## src/rtl/sar_scan_sequencer.sv

```systemverilog
// Multi-channel SAR scan sequencer: walks the enabled channels, runs a binary-search
// conversion per sample against the external comparator, averages and hands out tagged results.
module sar_scan_sequencer #(
  parameter int NUM_BITS      = 4,
  parameter int NUM_CH        = 4,
  parameter int OSR_LOG2_MAX  = 3,
  parameter int SETTLE_CYCLES = 1,
  parameter int CMP_LAT       = 1,
  localparam int CH_W         = (NUM_CH > 1) ? $clog2(NUM_CH) : 1,
  localparam int OSR_W        = (OSR_LOG2_MAX > 0) ? $clog2(OSR_LOG2_MAX + 1) : 1
) (
  input  logic                clk,
  input  logic                rst,
  input  logic                start_i,
  input  logic                continuous_i,
  input  logic                abort_i,
  input  logic [NUM_CH-1:0]   chMask_i,
  input  logic [OSR_W-1:0]    osrLog2_i,
  input  logic                cmpOut_i,
  output logic [CH_W-1:0]     chSel_o,
  output logic                sampleSig_o,
  output logic [NUM_BITS-1:0] dacCode_o,
  output logic                busy_o,
  output logic [NUM_BITS-1:0] resData_o,
  output logic [CH_W-1:0]     resCh_o,
  output logic                resValid_o,
  input  logic                resReady_i
);

  localparam int ACC_W = NUM_BITS + OSR_LOG2_MAX;
  localparam int CNT_W = OSR_LOG2_MAX + 1;
  localparam int SET_W = $clog2(SETTLE_CYCLES + 1);
  localparam int LAT_W = (CMP_LAT > 0) ? $clog2(CMP_LAT + 1) : 1;
  localparam int BIT_W = (NUM_BITS > 1) ? $clog2(NUM_BITS) : 1;

  typedef enum logic [2:0] {IDLE, SELECT, SAMPLE, CONVERT, ACCUM, OUTPUT} state_t;

  state_t              state_q;
  logic [CH_W-1:0]     chSel_q;
  logic [NUM_CH-1:0]   mask_q;
  logic                cont_q;
  logic [OSR_W-1:0]    osr_q;
  logic [SET_W-1:0]    settle_q;
  logic [LAT_W-1:0]    lat_q;
  logic [BIT_W-1:0]    bit_q;
  logic [NUM_BITS-1:0] dac_q;
  logic                sample_q;
  logic [ACC_W-1:0]    acc_q;
  logic [CNT_W-1:0]    cnt_q;
  logic [NUM_BITS-1:0] resData_q;
  logic [CH_W-1:0]     resCh_q;
  logic                resValid_q;

  logic [NUM_BITS-1:0] trialBit;
  logic [NUM_BITS-1:0] keptCode_d;
  logic [ACC_W-1:0]    accSum_d;
  logic [ACC_W-1:0]    accPick;
  logic [NUM_BITS-1:0] resLoad_d;
  logic [CNT_W-1:0]    cntNext_d;
  logic [CNT_W-1:0]    cntTarget;
  logic                lastSample;
  logic                resFree;
  logic                hasNext;
  logic [CH_W-1:0]     nextCh;
  logic [CH_W-1:0]     firstCh;
  logic [CH_W-1:0]     startCh;
  logic [CH_W-1:0]     advCh;
  state_t              advState;
  logic [OSR_W-1:0]    osrClamp;

  function automatic logic [CH_W-1:0] lowestCh(input logic [NUM_CH-1:0] m);
    logic [CH_W-1:0] r;
    r = '0;
    for (int i = NUM_CH - 1; i >= 0; i--) begin
      if (m[i]) r = CH_W'(i);
    end
    return r;
  endfunction

  always_comb begin
    trialBit   = NUM_BITS'(1) << bit_q;
    keptCode_d = cmpOut_i ? dac_q : (dac_q & ~trialBit);
    accSum_d   = acc_q + ACC_W'(dac_q);
    accPick    = (state_q == ACCUM) ? accSum_d : acc_q;
    resLoad_d  = NUM_BITS'(accPick >> osr_q);
    cntNext_d  = cnt_q + CNT_W'(1);
    cntTarget  = CNT_W'(1) << osr_q;
    lastSample = (cntNext_d >= cntTarget);
    resFree    = !resValid_q || resReady_i;
    firstCh    = lowestCh(mask_q);
    startCh    = lowestCh(chMask_i);
    osrClamp   = (int'(osrLog2_i) > OSR_LOG2_MAX) ? OSR_W'(OSR_LOG2_MAX) : osrLog2_i;
    nextCh     = '0;
    hasNext    = 1'b0;
    for (int i = NUM_CH - 1; i >= 0; i--) begin
      if (mask_q[i] && (i > int'(chSel_q))) begin
        nextCh  = CH_W'(i);
        hasNext = 1'b1;
      end
    end
    if (hasNext) begin
      advCh    = nextCh;
      advState = SELECT;
    end else if (cont_q) begin
      advCh    = firstCh;
      advState = SELECT;
    end else begin
      advCh    = chSel_q;
      advState = IDLE;
    end
  end

  // The final accumulation loads the result register directly when it is free,
  // so OUTPUT is only occupied while the consumer is back-pressuring.
  always_ff @(posedge clk or posedge rst) begin
    if (rst) begin
      state_q    <= IDLE;
      chSel_q    <= '0;
      mask_q     <= '0;
      cont_q     <= 1'b0;
      osr_q      <= '0;
      settle_q   <= '0;
      lat_q      <= '0;
      bit_q      <= '0;
      dac_q      <= '0;
      sample_q   <= 1'b0;
      acc_q      <= '0;
      cnt_q      <= '0;
      resData_q  <= '0;
      resCh_q    <= '0;
      resValid_q <= 1'b0;
    end else begin
      if (resValid_q && resReady_i) resValid_q <= 1'b0;
      if (abort_i) begin
        state_q  <= IDLE;
        dac_q    <= '0;
        sample_q <= 1'b0;
        acc_q    <= '0;
        cnt_q    <= '0;
      end else begin
        unique case (state_q)
          IDLE: begin
            if (start_i && (|chMask_i)) begin
              mask_q   <= chMask_i;
              cont_q   <= continuous_i;
              osr_q    <= osrClamp;
              chSel_q  <= startCh;
              settle_q <= '0;
              acc_q    <= '0;
              cnt_q    <= '0;
              state_q  <= SELECT;
            end
          end
          SELECT: begin
            if (settle_q == SET_W'(SETTLE_CYCLES - 1)) begin
              state_q  <= SAMPLE;
              sample_q <= 1'b1;
              dac_q    <= '0;
            end else begin
              settle_q <= settle_q + SET_W'(1);
            end
          end
          SAMPLE: begin
            sample_q <= 1'b0;
            dac_q    <= NUM_BITS'(1) << (NUM_BITS - 1);
            bit_q    <= BIT_W'(NUM_BITS - 1);
            lat_q    <= '0;
            state_q  <= CONVERT;
          end
          CONVERT: begin
            if (lat_q == LAT_W'(CMP_LAT)) begin
              lat_q <= '0;
              if (bit_q == '0) begin
                dac_q   <= keptCode_d;
                state_q <= ACCUM;
              end else begin
                dac_q <= keptCode_d | (trialBit >> 1);
                bit_q <= bit_q - BIT_W'(1);
              end
            end else begin
              lat_q <= lat_q + LAT_W'(1);
            end
          end
          ACCUM: begin
            if (!lastSample) begin
              acc_q    <= accSum_d;
              cnt_q    <= cntNext_d;
              sample_q <= 1'b1;
              dac_q    <= '0;
              state_q  <= SAMPLE;
            end else begin
              cnt_q <= '0;
              if (resFree) begin
                resData_q  <= resLoad_d;
                resCh_q    <= chSel_q;
                resValid_q <= 1'b1;
                acc_q      <= '0;
                chSel_q    <= advCh;
                settle_q   <= '0;
                state_q    <= advState;
              end else begin
                acc_q   <= accSum_d;
                state_q <= OUTPUT;
              end
            end
          end
          OUTPUT: begin
            if (resFree) begin
              resData_q  <= resLoad_d;
              resCh_q    <= chSel_q;
              resValid_q <= 1'b1;
              acc_q      <= '0;
              chSel_q    <= advCh;
              settle_q   <= '0;
              state_q    <= advState;
            end
          end
          default: state_q <= IDLE;
        endcase
      end
    end
  end

  assign chSel_o     = chSel_q;
  assign sampleSig_o = sample_q;
  assign dacCode_o   = dac_q;
  assign busy_o      = (state_q != IDLE);
  assign resData_o   = resData_q;
  assign resCh_o     = resCh_q;
  assign resValid_o  = resValid_q;

endmodule

```

## config.mk

```make
export PLATFORM = sky130hd
export DESIGN_NAME = sar_scan_sequencer
export DESIGN_NICKNAME = d
export VERILOG_FILES = /design/src/rtl/sar_scan_sequencer.sv
export SDC_FILE = /design/constraint.sdc
export NUM_CORES = 1
export LEC_CHECK = 0
export CAP_MARGIN = 5
export CORE_ASPECT_RATIO = 0.7
export CORE_MARGIN = 3
export CORE_UTILIZATION = 45
export DETAILED_ROUTE_END_ITERATION = 8
export PLACE_DENSITY = 0.68
export SLEW_MARGIN = 40
export SYNTH_ARGS = -nofsm -noshare
export SYNTH_HDL_FRONTEND = slang
export SYNTH_SLANG_ARGS = --single-unit
```

## constraint.sdc

```tcl
create_clock -name clk -period 2.6 [get_ports clk]
set_clock_uncertainty 0.05 [all_clocks]
set_input_delay 0.26 -clock clk [delete_from_list [all_inputs] [get_ports clk]]
set_output_delay 0.26 -clock clk [all_outputs]
set_load 0.005 [all_outputs]
```

* Word level (Yosys, flattened, before mapping)
Index checks and enable logic that the tools add are counted.
** Word-level totals
- Register bits :: 39
- Bits in latches :: 0
- Memory bits (writable) :: 0
- Memory bits (read-only) :: 0
- Input bits :: 13
- Logic and storage cells :: 150
- Memories :: 0
** Cells by class
- Add/sub/neg operators :: 5
- $mul :: 0
- Divide/modulo/power cells :: 0
- Order comparisons :: 4
- Equal/unequal tests :: 15
- Shift operators :: 3
- Muxes and demuxes :: 74
- Bitwise operators :: 4
- Reduce and logical (&&, ||, !) cells :: 30
** Operators with widths (number)
- $mux 4 :: 11
- $mux 7 :: 6
- $mux 2 :: 20
- $mux 3 :: 8
- $pmux 7 s3 :: 1
- $ne 3x3->1 const B :: 6
- $pmux 3 s6 :: 1
- $mux 1 :: 17
- $pmux 4 s2 :: 2
- $pmux 4 s4 :: 1
- $reduce_and 4->1 :: 4
- $reduce_and 3->1 :: 4
- $reduce_bool 4->1 :: 3
- $reduce_bool 3->1 :: 3
- $ne 2x2->1 const B :: 4
- $pmux 2 s2 :: 2
- $shl 1x2->4 const A :: 2
- $add 7x4->7 :: 1
- $shr 7x2->4 :: 1
- $eq 3x2->1 const B :: 2
- $eq 3x3->1 const B :: 2
- $pmux 2 s3 :: 1
- $logic_and 1x1->1 :: 5
- $reduce_and 5->1 :: 1
- other kinds (22) :: 27

* Longest topological paths before layout
Gate-level depths: netlist of run 1.
- Depth after elaboration :: 10
- Depth in mapped cells :: 9
- Gate-level depth less buffers :: 8

* Worst setup path before layout of run 1
OpenSTA, ideal clock, no wires.
- Kind :: flip-flop to flip-flop
- From :: reg cnt_q[0]
- To :: reg resCh_q[0] (netlist: resCh_o[0])
- Arrival time :: 2.227 ns
- Data required time :: 2.425 ns
- Path slack :: 0.198 ns
- Stages on the path, launching flop included :: 9
- Buffers on the path :: 1
- Period minus slack after synthesis :: 2.402 ns
- Cell sequence :: dfrtp_1 -> ha_1 -> xor2_1 -> ha_1 -> o21ai_0 -> o21ai_1 -> and2_1 -> clkbuf_1 -> mux2_2
** Between the ends
- Longest elaborated chain between the ends :: 4
** Ends and longest elaborated chain
- start, declared :: RTL line 49 : logic [CNT_W-1:0] cnt_q;
- start signal, assigned :: RTL line 187 : cnt_q <= cntNext_d;
- $add 4x1->4 :: RTL line 86 : cntNext_d = cnt_q + CNT_W'(1);
- $ge 4x4->1 :: RTL line 88 : lastSample = (cntNext_d >= cntTarget);
- $ne 2x2->1 (no line)
- $reduce_and 3->1 (no line)
- end signal, assigned :: RTL line 195 : resCh_q <= chSel_q;
- end signal, assigned :: RTL line 210 : resCh_q <= chSel_q;
- end, declared :: RTL line 51 : logic [CH_W-1:0] resCh_q;
Every way passes these cells.
A chain may end at the register's enable or synchronous reset.

* Worst setup path after layout of run 1
- From :: reg cnt_q[0]
- To :: reg chSel_q[1] (netlist: chSel_o[1])
** Between the ends
- Longest elaborated chain between the ends :: 4
** Ends and longest elaborated chain
- $add 4x1->4 :: RTL line 86
- $ge 4x4->1 :: RTL line 88
- $ne 2x2->1 (no line)
- $reduce_and 4->1 (no line)
- end signal, assigned :: RTL line 147 : chSel_q <= startCh;
- end signal, assigned :: RTL line 198 : chSel_q <= advCh;
- end signal, assigned :: RTL line 213 : chSel_q <= advCh;
- end, declared :: RTL line 39 : logic [CH_W-1:0] chSel_q;
Every way passes these cells.

==> impl_metrics.csv, run 1 <==
group,metric,value,unit
outcome,status,"completed",
job,cap_viol_max_count,0,
worst_setup_path,cp_slowest_stage_delay,0.43,ns
place,dp.cells,389,
worst_setup_path,path_class,"flop to flop",
power_and_ir_drop,sequentialPowerShare,39.0,%
die,pin_count,28,
synthesis,synth_warnings,0,
min_path,hold_class,"input pin to async pin",
power_and_ir_drop,peakVddDrop,0.337,mV
die,num_rows,22,
sta,rsz0062_at_grt,"no",
worst_setup_path,crit_chain,"ha_1 -> ha_1 -> a211oi_2 -> o21ai_1 -> a41oi_1 -> mux2_2",
layout,diodes,0,
power_and_ir_drop,powerDensity,718,nW/um^2
clock_network,htreeDepth,2,
sta,maxSlewViolCount,0,
synthesis,ys.flop_type,"dfrtp_1",
clock_network,cts.path.max_buffers,2,
place,routabilityCongestion,0.868,
worst_setup_path,crit_buf_inv,0,
layout,areaGrowthSynthToFinish,20.5,%
clock_network,cts-root-buf,"clkbuf_8",
synthesis,ys_ff_latch,38,
die,core,5400,sq um
drt,wire_per_inst,15.9,um
layout,fin_cells,397,
clock_network,clock_latency,0.29,ns
grt,globalRouteTotalUtil,19.3,%
grt,grt_pass1_vias,2114,
power_and_ir_drop,combinationalPowerShare,38.6,%
clock_network,cts_setup_buffers,0,
sta,max-slew-margin-rel,63.3,%
clock_network,clock-sinks,38,
power_and_ir_drop,swShare,36.3,%
worst_setup_path,path_max_fanout,6,
worst_setup_path,cpMaxStageDelayCell,"dfrtp_1",
synthesis,synth_edf_count,0,
place,dp_hpwl,4.64,mm
grt,grt_pass1_wl,10.6,mm
synthesis,synth_nets,315,
place,port_buffers,27,
synthesis,netlist_instances,288,
grt,grt_remaining_overflow,0,
die,start_util,48.0,%
sta,period_minus_slack,2.44,ns
synthesis,seq_area_frac_synth,36.7,%
sta,tns,0,ns
worst_setup_path,crit_path_end_kind,"flop",
worst_setup_path,cp_top_family,"compound AO/OA/AOI/OAI gates",
worst_setup_path,r2r_cells,6,
die,die_w,96.7,um
drt,drc,0,
synthesis,syn_area,2590,sq um
worst_setup_path,r2r-start,"cnt_q[0]",
worst_setup_path,cp.arrival,2.57,ns
clock_network,clk_pin_slew,0.08,ns
power_and_ir_drop,clockPowerShare,22.3,%
clock_network,cts_made_buffers,5,
drt,vias,2336,
grt,antenna_found_initial,0,
power_and_ir_drop,power.internal,1.43,mW
drt,first_iter_violations,119,
synthesis,syn-mean-instance-area,8.99,sq um
drt,ant_nets,0,
sta,worst_pin_slew,0.551,ns
layout,drive_above_1_share,11.7,%
die,fp.dieH,69.5,um
clock_network,cts_hold_buffers,0,
clock_network,cts_resized,0,
clock_network,cts_tree,"built",
power_and_ir_drop,p_switching,0.812,mW
grt,grt_max_degree,39,
power_and_ir_drop,p_leak,1.41,nW
worst_setup_path,cp-start-kind,"flop",
synthesis,synth_cell_type_count,51,
sta,timing.fmax,411,MHz
sta,finalHoldViolCount,0,
sta,finalCritPeriodShare,93.7,%
drt,avgViaCountPerCell,5.88,
sta,setup_viol,0,
drt,drt-total-wl,6.30,mm
worst_setup_path,cp_num_cells,6,
layout,fin_nets,351,
worst_setup_path,cpMostUsedCell,"ha_1",
drt,drt_first_pass_iters,5,
sta,whs,0.334,ns
worst_setup_path,critPathLaunch,"cnt_q[0]",
worst_setup_path,cp.required,2.73,ns
die,dieArea,6710,sq um
synthesis,synth-async-reset-ratio,100,%
layout,final_core_util,57.8,%
## Yosys cell counts, types with 8 or more instances
cell | number | share of area (%)
o21ai_0 | 26 | 5.0
o211ai_1 | 9 | 2.6
clkbuf_1 | 9 | 1.3
nand2_1 | 17 | 2.5
nor2_1 | 19 | 2.8
mux2_2 | 8 | 3.5
a21oi_1 | 10 | 1.9
dfrtp_1 | 38 | 37
inv_1 | 20 | 2.9
ha_1 | 13 | 6.3
nor3_1 | 12 | 2.3
## worst register-to-register path, delay by kind of cell, from the launching register on
kind	cells	cell delay (ns)
fa+ha+maj	2	0.68
flops	1	0.43
mux	1	0.37
compound gates	3	0.80
## logic make-up after synthesis
| group | share of synthesized area, % |
|---|---|
| compound gates | 28.3 |
| xor+xnor | 1.69 |
| fa+ha+maj | 7.06 |
| buf+inv | 4.78 |
| flops | 36.7 |
| mux | 5.51 |
| simple gates | 15.9 |
## registers in the layout (all words and copies together) (netlist names), 3 cells and up
name and cells:
dacCode_o 4, resData_o 4, cnt_q 4, state_q 3, mask_q 4, acc_q 7
## per-layer routing
layer	share of wire, %	GRT usage (%)	up-vias
li1	-	-	1144
met1	52	29.1	1123
met2	42	28.2	60
met3	4.9	4.02	9
met4	1.0	4.21	0
met5	0	0	-
## stage by stage
step,setup WS [ns],total power [mW],cell area [sq um]
final,0.164,2.24,3120
after global routing,0.00870,2.40,3120
after CTS,0.0588,2.25,3110
after global placement,0.153,1.71,3010
after detailed placement,0.0787,1.74,3010
after floorplan,0.198,1.38,2590
## layout make-up
class	instances	area [sq um]
tap	72	90.1
inverter	20	75.1
clock buffer	5	68.8
fill	490	2280
timing repair buffer	41	375
multi-input combinational	218	1520
sequential	38	951
clock inverter	3	40.0
## worst paths after layout
path	endpoint	slack, ns
min reg2reg	resData_o[0]	0.48
max in group asynchronous	dacCode_o[2]	1.80
max	chSel_o[1]	0.16
min in group clk	resData_o[0]	0.48
min	osr_q[1]	0.33
max reg2reg	chSel_o[1]	0.16
## placed cells by master, fill, tap and decap left out, drive strengths merged, types with 3 or more instances in the layout
| cell type | n |
|---|---|
| dfrtp | 38 |
| clkdlybuf4s50 | 27 |
| o21ai | 27 |
| inv | 20 |
| nor2 | 19 |
| nand2 | 17 |
| buf | 14 |
| ha | 13 |
| nor3 | 12 |
| a21oi | 10 |
| o211ai | 9 |
| mux2 | 8 |
| nand2b | 7 |
| a22o | 7 |
| nor2b | 7 |
| a31oi | 7 |
| nand3 | 7 |
| a21o | 6 |
| clkbuf | 5 |
| a211oi | 5 |
| a41oi | 4 |
| and2 | 4 |
| xor2 | 4 |
| o21a | 3 |
| or2 | 3 |
| a32o | 3 |
| o21bai | 3 |
| mux2i | 3 |
| o311ai | 3 |
## power groups by stage
| stage | sequential [mW] | combinational [mW] | clock, mW |
|---|---|---|---|
| after floorplan | 0.831 | 0.553 | 0 |
| after global placement | 0.878 | 0.836 | 0 |
| after detailed placement | 0.882 | 0.854 | 0 |
| after CTS | 0.873 | 0.859 | 0.515 |
| after global routing | 0.900 | 0.963 | 0.539 |
| final | 0.874 | 0.865 | 0.500 |
(Power assumes the default switching activity.)
==> inputs of run 2 (changes only) <==
SLEW_MARGIN = unset   (was 40)
==> results of run 2 <==
Final layout, timing and power as in run 1 (identical DEF).
